## config.mk

```make
export PLATFORM = sky130hd
export DESIGN_NAME = rom_frame_reader
export DESIGN_NICKNAME = d
export VERILOG_FILES = /design/src/rtl/rom_frame_reader.sv
export SDC_FILE = /design/constraint.sdc
export NUM_CORES = 1
export LEC_CHECK = 0
export ABC_CLOCK_PERIOD_IN_PS = 2200
export BUFFER_PORTS_ARGS = -buffer_cell sky130_fd_sc_hd__buf_2
export CORE_AREA = 2 2 78 80
export DETAILED_ROUTE_END_ITERATION = 7
export DIE_AREA = 0 0 80 82
export PLACE_DENSITY_LB_ADDON = 0.1
export SLEW_MARGIN = 0
export SYNTH_ARGS = -nofsm -noshare
export SYNTH_HDL_FRONTEND = slang
export SYNTH_SLANG_ARGS = --single-unit
export TNS_END_PERCENT = 20
```

## constraint.sdc

```tcl
create_clock -name clk -period 2.2 [get_ports clk]
set_clock_uncertainty 0.15 [all_clocks]
set_input_delay 0 -clock clk [delete_from_list [all_inputs] [get_ports clk]]
set_output_delay 0 -clock clk [all_outputs]
set_load 0.005 [all_outputs]
```

## src/rtl/rom_frame_reader.sv

```systemverilog
// Fetches a run of consecutive constant-ROM words and serializes each one
// MSB-first onto a valid/ready bit stream for the CAN transmit path.
module rom_frame_reader #(
  parameter int unsigned ADDR_W  = 6,
  parameter int unsigned DATA_W  = 32,
  parameter int unsigned ROM_LAT = 1
) (
  input  logic              clk,
  input  logic              rst_n,
  input  logic              start,
  input  logic [ADDR_W-1:0] base_addr,
  input  logic [ADDR_W-1:0] word_count,
  output logic [ADDR_W-1:0] rom_addr,
  output logic              rom_read,
  input  logic [DATA_W-1:0] rom_data,
  output logic              bit_out,
  output logic              bit_valid,
  input  logic              bit_ready,
  output logic              busy,
  output logic              done
);

  localparam int unsigned BIT_W = $clog2(DATA_W);
  localparam int unsigned LAT_W = (ROM_LAT > 1) ? $clog2(ROM_LAT) : 1;

  typedef enum logic [1:0] {
    IDLE  = 2'd0,
    FETCH = 2'd1,
    SHIFT = 2'd2,
    DONE  = 2'd3
  } state_e;

  state_e            state_q;
  logic [ADDR_W-1:0] addr_q;
  logic [ADDR_W-1:0] words_q;
  logic [DATA_W-1:0] shift_q;
  logic [BIT_W-1:0]  bit_cnt_q;
  logic [LAT_W-1:0]  lat_q;
  logic              rom_read_q;
  logic              bit_out_q;
  logic              bit_valid_q;
  logic              busy_q;
  logic              done_q;

  assign rom_addr  = addr_q;
  assign rom_read  = rom_read_q;
  assign bit_out   = bit_out_q;
  assign bit_valid = bit_valid_q;
  assign busy      = busy_q;
  assign done      = done_q;

  // Whole controller; every output is a register updated here.
  always_ff @(posedge clk or negedge rst_n) begin
    if (!rst_n) begin
      state_q     <= IDLE;
      addr_q      <= '0;
      words_q     <= '0;
      shift_q     <= '0;
      bit_cnt_q   <= '0;
      lat_q       <= '0;
      rom_read_q  <= 1'b0;
      bit_out_q   <= 1'b0;
      bit_valid_q <= 1'b0;
      busy_q      <= 1'b0;
      done_q      <= 1'b0;
    end else begin
      case (state_q)
        IDLE: begin
          if (start) begin
            words_q <= word_count;
            busy_q  <= 1'b1;
            if (word_count == '0) begin
              state_q <= DONE;
              done_q  <= 1'b1;
            end else begin
              state_q    <= FETCH;
              addr_q     <= base_addr;
              rom_read_q <= 1'b1;
              lat_q      <= '0;
            end
          end
        end

        FETCH: begin
          // Address and strobe stay put until the ROM latency has elapsed.
          if (lat_q == LAT_W'(ROM_LAT - 1)) begin
            shift_q     <= rom_data;
            bit_out_q   <= rom_data[DATA_W-1];
            bit_valid_q <= 1'b1;
            rom_read_q  <= 1'b0;
            bit_cnt_q   <= '0;
            lat_q       <= '0;
            state_q     <= SHIFT;
          end else begin
            lat_q <= lat_q + LAT_W'(1);
          end
        end

        SHIFT: begin
          if (bit_ready) begin
            if (bit_cnt_q == BIT_W'(DATA_W - 1)) begin
              bit_valid_q <= 1'b0;
              bit_out_q   <= 1'b0;
              bit_cnt_q   <= '0;
              shift_q     <= '0;
              words_q     <= words_q - ADDR_W'(1);
              if (words_q == ADDR_W'(1)) begin
                state_q <= DONE;
                done_q  <= 1'b1;
              end else begin
                addr_q     <= addr_q + ADDR_W'(1);
                rom_read_q <= 1'b1;
                state_q    <= FETCH;
              end
            end else begin
              shift_q   <= {shift_q[DATA_W-2:0], 1'b0};
              bit_out_q <= shift_q[DATA_W-2];
              bit_cnt_q <= bit_cnt_q + BIT_W'(1);
            end
          end
        end

        DONE: begin
          done_q  <= 1'b0;
          busy_q  <= 1'b0;
          state_q <= IDLE;
        end

        default: state_q <= IDLE;
      endcase
    end
  end

endmodule

```

Yosys cells after proc, flatten, opt, wreduce, memory -nomap -nowiden
Index checks and enable logic that the tools add are counted.
Widths: inputs -> output; s select.
{"block": "word_totals", "register_bits": 56, "word_cells": 97}
{"block": "op_classes", "add_sub_neg": 4, "n_mux": 52, "n_eq_ne": 13, "n_reduce_logical": 17}
{"cell": "$mux 31", "count": 3}
{"cell": "$pmux 31 s2", "count": 1}
{"cell": "$mux 6", "count": 8}
{"cell": "$pmux 6 s2", "count": 2}
{"cell": "$mux 1", "count": 21}
{"cell": "$ne 2x2->1 const B", "count": 8}
{"cell": "$mux 5", "count": 3}
{"cell": "$mux 2", "count": 6}
{"cell": "$reduce_and 4->1", "count": 3}
{"cell": "$reduce_and 6->1", "count": 2}
{"cell": "$pmux 5 s2", "count": 1}
{"cell": "$pmux 1 s2", "count": 4}
{"cell": "$pmux 2 s4", "count": 1}
{"cell": "$reduce_bool 2->1", "count": 4}
{"cell": "$reduce_and 7->1", "count": 1}
{"cell": "$add 6x1->6 const B", "count": 1}
{"cell": "$eq 6x1->1 const B", "count": 1}
{"cell": "$logic_not 6->1", "count": 1}
{"cell": "$pmux 1 s3", "count": 2}
{"cell": "$reduce_and 3->1", "count": 2}
{"cell": "$reduce_bool 3->1", "count": 2}
{"cell": "$sub 6x1->6 const B", "count": 1}
{"cell": "$add 5x1->5 const B", "count": 1}
{"cell": "$eq 5x5->1 const B", "count": 1}
{"cell": "other kinds (5)", "count": 6}

Depth between registers and ports, before layout
{"block": "logic_depth", "depth_word": 5, "ltp_mapped": 8}

Least setup slack after synthesis
No wires, ideal clock.
{"block": "synth_path", "path_kind": "reg2reg", "from": "reg bit_cnt_q[0]", "to": "reg words_q[5]", "stages_incl_launch_ff": 9, "setup_time_ps": 121, "arrival_time_ps": 1834, "slack_ps": 95, "t_required_ps": 1929, "path_cell_list": "dfrtp_1 > ha_1 > and3_1 > ha_1 > nand2_1 > a2bb2oi_2 > clkbuf_1 > nor2_1 > o22a_1"}
{"block": "synth_via", "elab_chain_len": 3}
{"element": "start: declaration", "line": "37", "text": "logic [BIT_W-1:0] bit_cnt_q;"}
{"element": "start signal: assignment", "line": "118", "text": "bit_cnt_q <= bit_cnt_q + BIT_W'(1);"}
{"element": "$eq 5x5->1", "line": "101", "text": "if (bit_cnt_q == BIT_W'(DATA_W - 1)) begin"}
{"element": "$ne 2x2->1 (no line)"}
{"element": "$reduce_and 4->1 (no line)"}
{"element": "end signal: assignment", "line": "70", "text": "words_q <= word_count;"}
{"element": "end signal: assignment", "line": "106", "text": "words_q <= words_q - ADDR_W'(1);"}
{"element": "end: declaration", "line": "35", "text": "logic [ADDR_W-1:0] words_q;"}
Every way passes these cells.
A chain may end at the register's enable or synchronous reset.

Worst setup path in the final report
{"block": "layout_path", "from": "reg state_q[1]", "to": "reg shift_q[0]"}
{"block": "layout_via", "elab_chain_len": 3, "word_cells_on_any_way": 7, "cone_classes": "eq/ne (4); mux (1); reduce/logical (2)"}
{"element": "start: declaration", "line": "33", "text": "state_e state_q;"}
{"element": "start signal: assignment", "line": "55", "text": "state_q <= IDLE;"}
{"element": "start signal: assignment", "line": "73", "text": "state_q <= DONE;"}
{"element": "start signal: assignment", "line": "76", "text": "state_q <= FETCH;"}
{"element": "$eq 2x1->1 / $eq 2x2->1 (equally long branches)", "line": "67", "text": "case (state_q)"}
{"element": "$ne 2x2->1 (no line) / $reduce_bool 2->1 (equally long branches)"}
{"element": "$reduce_and 3->1 (no line)"}
{"element": "end signal: assignment", "line": "87", "text": "shift_q <= rom_data;"}
{"element": "end signal: assignment", "line": "116", "text": "shift_q <= {shift_q[DATA_W-2:0], 1'b0};"}
{"element": "end: declaration", "line": "36", "text": "logic [DATA_W-1:0] shift_q;"}
Several ways; a longest one is shown, not always the timed one.

==> results.rst <==
.. list-table::
   :header-rows: 1

   * - Metric
     - Value
   * - Post-placement cell count
     - 404
   * - Synth top cells by count
     - dfrtp_1 (55), and3_1 (27), a221o_1 (25), nor2_1 (21), o21ai_0 (20)
   * - Tot GR Track Use
     - 0.2142
   * - Number of I/O pins
     - 59
   * - Top cells by area in the synthesized netlist
     - dfrtp_1 (50%), a221o_1 (9.1%), and3_1 (6.2%)
   * - Final cell count without fillers
     - 459
   * - Number of global-route vias before repair
     - 2482
   * - Number of remaining DRC errors
     - 0
   * - Post-synthesis instance area
     - 2736 sq um
   * - CP delay by family, top
     - buffers and inverters
   * - Dominant cell type by count on the critical path
     - buf_4
   * - Post-synth top area cell
     - dfrtp_1
   * - Root Buffer
     - clkbuf_8
   * - Clock period minus worst slack
     - 2.072 ns
   * - Proportion of power drawn by combinational gates
     - 0.455
   * - Fraction of final layout cells with drive strength greater than 1
     - 0.2578
   * - Synthesized-area fraction occupied by xor and xnor cells
     - 0
   * - Kind of path behind the tightest hold check
     - in2async
   * - Setup crit start kind
     - flip-flop
   * - Sw Pwr
     - 0.001589 W
   * - Clock transition at the registers of the reported paths
     - 0.11 ns
   * - Initial core utilization
     - 0.4763
   * - Result of the run
     - finished, final reports clean
   * - Number of register bits inferred by synthesis
     - 55
   * - Pre-Repair DR Iteration Count
     - 5
   * - Height of the die
     - 82 um
   * - CTS HTree Levels
     - 2
   * - Fin crit share
     - 0.9418
   * - Wirelength per Cell
     - 14.79 um
   * - Clock sinks
     - 55
   * - P per Cell Area
     - 1114 nW/um^2
   * - Wirelength, routed
     - 6.787 mm
   * - Proportion of power drawn by flip-flops and latches
     - 0.416
   * - Largest family of logic cells by synthesized area
     - compound AO/OA/AOI/OAI gates
   * - Post-synth ARST share
     - 1.000
   * - Post-synthesis to final-layout area growth
     - 39.09%
   * - Fmax
     - 482.7 MHz
   * - Overall power
     - 0.004242 W
   * - Count of final setup violators
     - 0
   * - Warnings, synthesis
     - 0
   * - Final Slew Violations
     - 0
   * - Buf+Inv Stages, Crit Path
     - 3
   * - Count of vias placed by the detailed router
     - 2534
   * - Critical path depth
     - 6
   * - Adder and majority cell fraction of the synthesized area
     - 0.02286
   * - Slew margin rel.
     - 0.6264
   * - Via density per instance
     - 5.521
   * - Critical path data required time
     - 2.25 ns
   * - Area share of the largest cell type after synthesis
     - 0.5030
   * - Setup bufs post-CTS
     - 0
   * - Maximum count of clock buffers along a single path
     - 2
   * - Distinct cell type count after synthesis
     - 43
   * - Biggest fanout along the worst timing path
     - 27
   * - Post-route setup slack
     - 0.1281 ns
   * - Kind of end point of the critical path
     - flip-flop
   * - Average cell area after synthesis
     - 10.17 sq um
   * - Depth of the worst register-to-register path
     - 6
   * - Insertion delay to the later sink of the worst-skew pair
     - 0.31 ns
   * - Share of the yosys chip area belonging to registers
     - 0.5030
   * - Number of core rows
     - 28
   * - Total clock buffers created by CTS
     - 5
   * - Port bufs
     - 58
   * - DRC marker count from the first detailed-route iteration
     - 171
   * - GRT overflow
     - 0
   * - Primary flip-flop cell chosen by synthesis mapping
     - dfrtp_1
   * - Die Outline Area
     - 6560 sq um
   * - Fraction of synthesized area in multiplexers
     - 0.01326
   * - Switch share
     - 0.3746
   * - Internal power
     - 0.002653 W
   * - Clock tree from TritonCTS
     - done
   * - Routability Congestion
     - 0.7831
   * - Endpoints failing hold
     - 0
   * - Clock power frac
     - 0.129
   * - Simple-gate share of the synthesized area
     - 0.1930
   * - Pin count of the biggest net entering global routing
     - 28
   * - EDFF count, synth
     - 0
   * - Number of antenna violations at the first check in global routing
     - 0
   * - Maximum VDD drop
     - 0.6067 mV
   * - Die span in x
     - 80 um
   * - Slew at the pin with the worst max-slew slack
     - 0.5586 ns
   * - Total of fill cells in the finished design
     - 499
   * - Routed Antenna Nets
     - 0
   * - Crit Path Category
     - reg2reg
   * - Nets
     - 437
   * - Post-Place Setup Slack
     - 0.07291 ns
   * - Placeable core region
     - 5746 sq um
   * - Wire length of the first global-routing pass
     - 11.15 mm
   * - Arrival time at the worst endpoint
     - 2.12 ns
   * - Fraction of the mapped netlist area in compound gates
     - 0.2273
   * - Slowest cell on crit path
     - dlygate4sd3_1
   * - HPWL after detailed placement
     - 4.465 mm
   * - Crit path cell chain
     - buf_4 -> nand2b_1 -> buf_4 -> mux2i_1 -> a21oi_1 -> dlygate4sd3_1
   * - Number of max-cap violations
     - 0
   * - Leak pwr
     - 1.822 nW
   * - Synthesized Nets
     - 322
   * - Library cell with the highest instance count after synthesis
     - dfrtp_1
   * - # diodes
     - 0
   * - Synthesized instance count
     - 269
   * - Maximum cell stage delay along the critical path
     - 0.55 ns
==> per-layer routing <==
layer  routed length, um  vias up  track usage
met3                 261       10      0.03846
met5                   0        -            0
met2                3112       68       0.3542
li1                    -     1238            -
met4                 110        0      0.06780
met1                3303     1218       0.2873
==> sequential cells by signal (all words and copies together), names as in the netlist <==
signal     flops
busy           1
rom_addr       6
state_q        2
rom_read       1
bit_valid      1
done           1
bit_out        1
words_q        6
bit_cnt_q      5
shift_q       31
==> final cells by class <==
type | instances | area, sq um | area share
Clock buffer | 5 | 68.82 | 0.01808
Clock inverter | 2 | 13.76 | 0.003616
Inverter | 8 | 30.03 | 0.007890
Timing Repair Buffer | 128 | 935.9 | 0.2459
Sequential cell | 55 | 1376 | 0.3616
Tap cell | 75 | 93.84 | 0.02465
Multi-Input combinational cell | 186 | 1287 | 0.3383
==> repair_timing <==
item / CTS / global route
endpoints found under the hold margin: 103 / 0
resized for setup: 0 / 8
endpoints found under the setup margin: 0 / 5
hold buffers: 48 / 0
==> power by group through the flow <==
stage               combinational (W)  clock, W  sequential (W)
floorplan                     0.00129         0         0.00170
finish                        0.00193  0.000547         0.00176
detailed placement            0.00183         0         0.00177
CTS                           0.00190  0.000565         0.00176
global route                  0.00220  0.000595         0.00181
global placement              0.00179         0         0.00177
==> worst paths after layout <==
path,start,end,slack [ns]
max,state_q[1]$_DFFE_PN0P_,shift_q[0]$_DFFE_PN0P_,0.13
min,rst_n,shift_q[22]$_DFFE_PN0P_,0.08
max reg2reg,state_q[1]$_DFFE_PN0P_,shift_q[0]$_DFFE_PN0P_,0.13
min reg2reg,rom_read$_DFFE_PN0P_,rom_read$_DFFE_PN0P_,0.35
max in group asynchronous,rst_n,words_q[0]$_DFFE_PN0P_,0.88
min in group clk,rom_data[22],shift_q[22]$_DFFE_PN0P_,0.30
==> metrics by stage <==
stage          area, sq um  utilization  hold WS [ns]   TNS [ns]
2_1_floorplan         2736            -       -0.4456          0
3_3_place_gp          3204       0.5577       -0.2443          0
3_5_place_dp          3204       0.5577       -0.2454          0
4_1_cts               3767       0.6557       0.09023          0
5_1_grt               3806       0.6625        0.1227  -0.003957
6_report              3806       0.6625       0.08271          0
==> kinds of logic after synthesis <==
family,Yosys count
AND/OR/NAND/NOR,95
AO/OA/AOI/OAI,83
flip-flops,55
buffers and inverters,28
adder cells (fa/ha/maj),5
multiplexers,3
==> cell usage in the layout (no fill, tap or decap), types with 5 or more instances in the layout <==
cell,netlist,routed
nand2_1,18,17
and3_1,27,27
clkbuf_8,0,5
a221o_1,25,25
dlygate4sd3_1,0,48
inv_1,7,7
dfrtp_1,55,55
buf_2,5,58
nor2_1,21,21
a21oi_1,15,15
nand3_1,10,10
buf_4,0,22
o21ai_0,20,20
==> worst min-delay path, delay by kind of cell <==
| kind | cells | cell delay (ns) |
|---|---|---|
| buffers and inverters | 3 | 0.94 |
(Power assumes the default switching activity.)
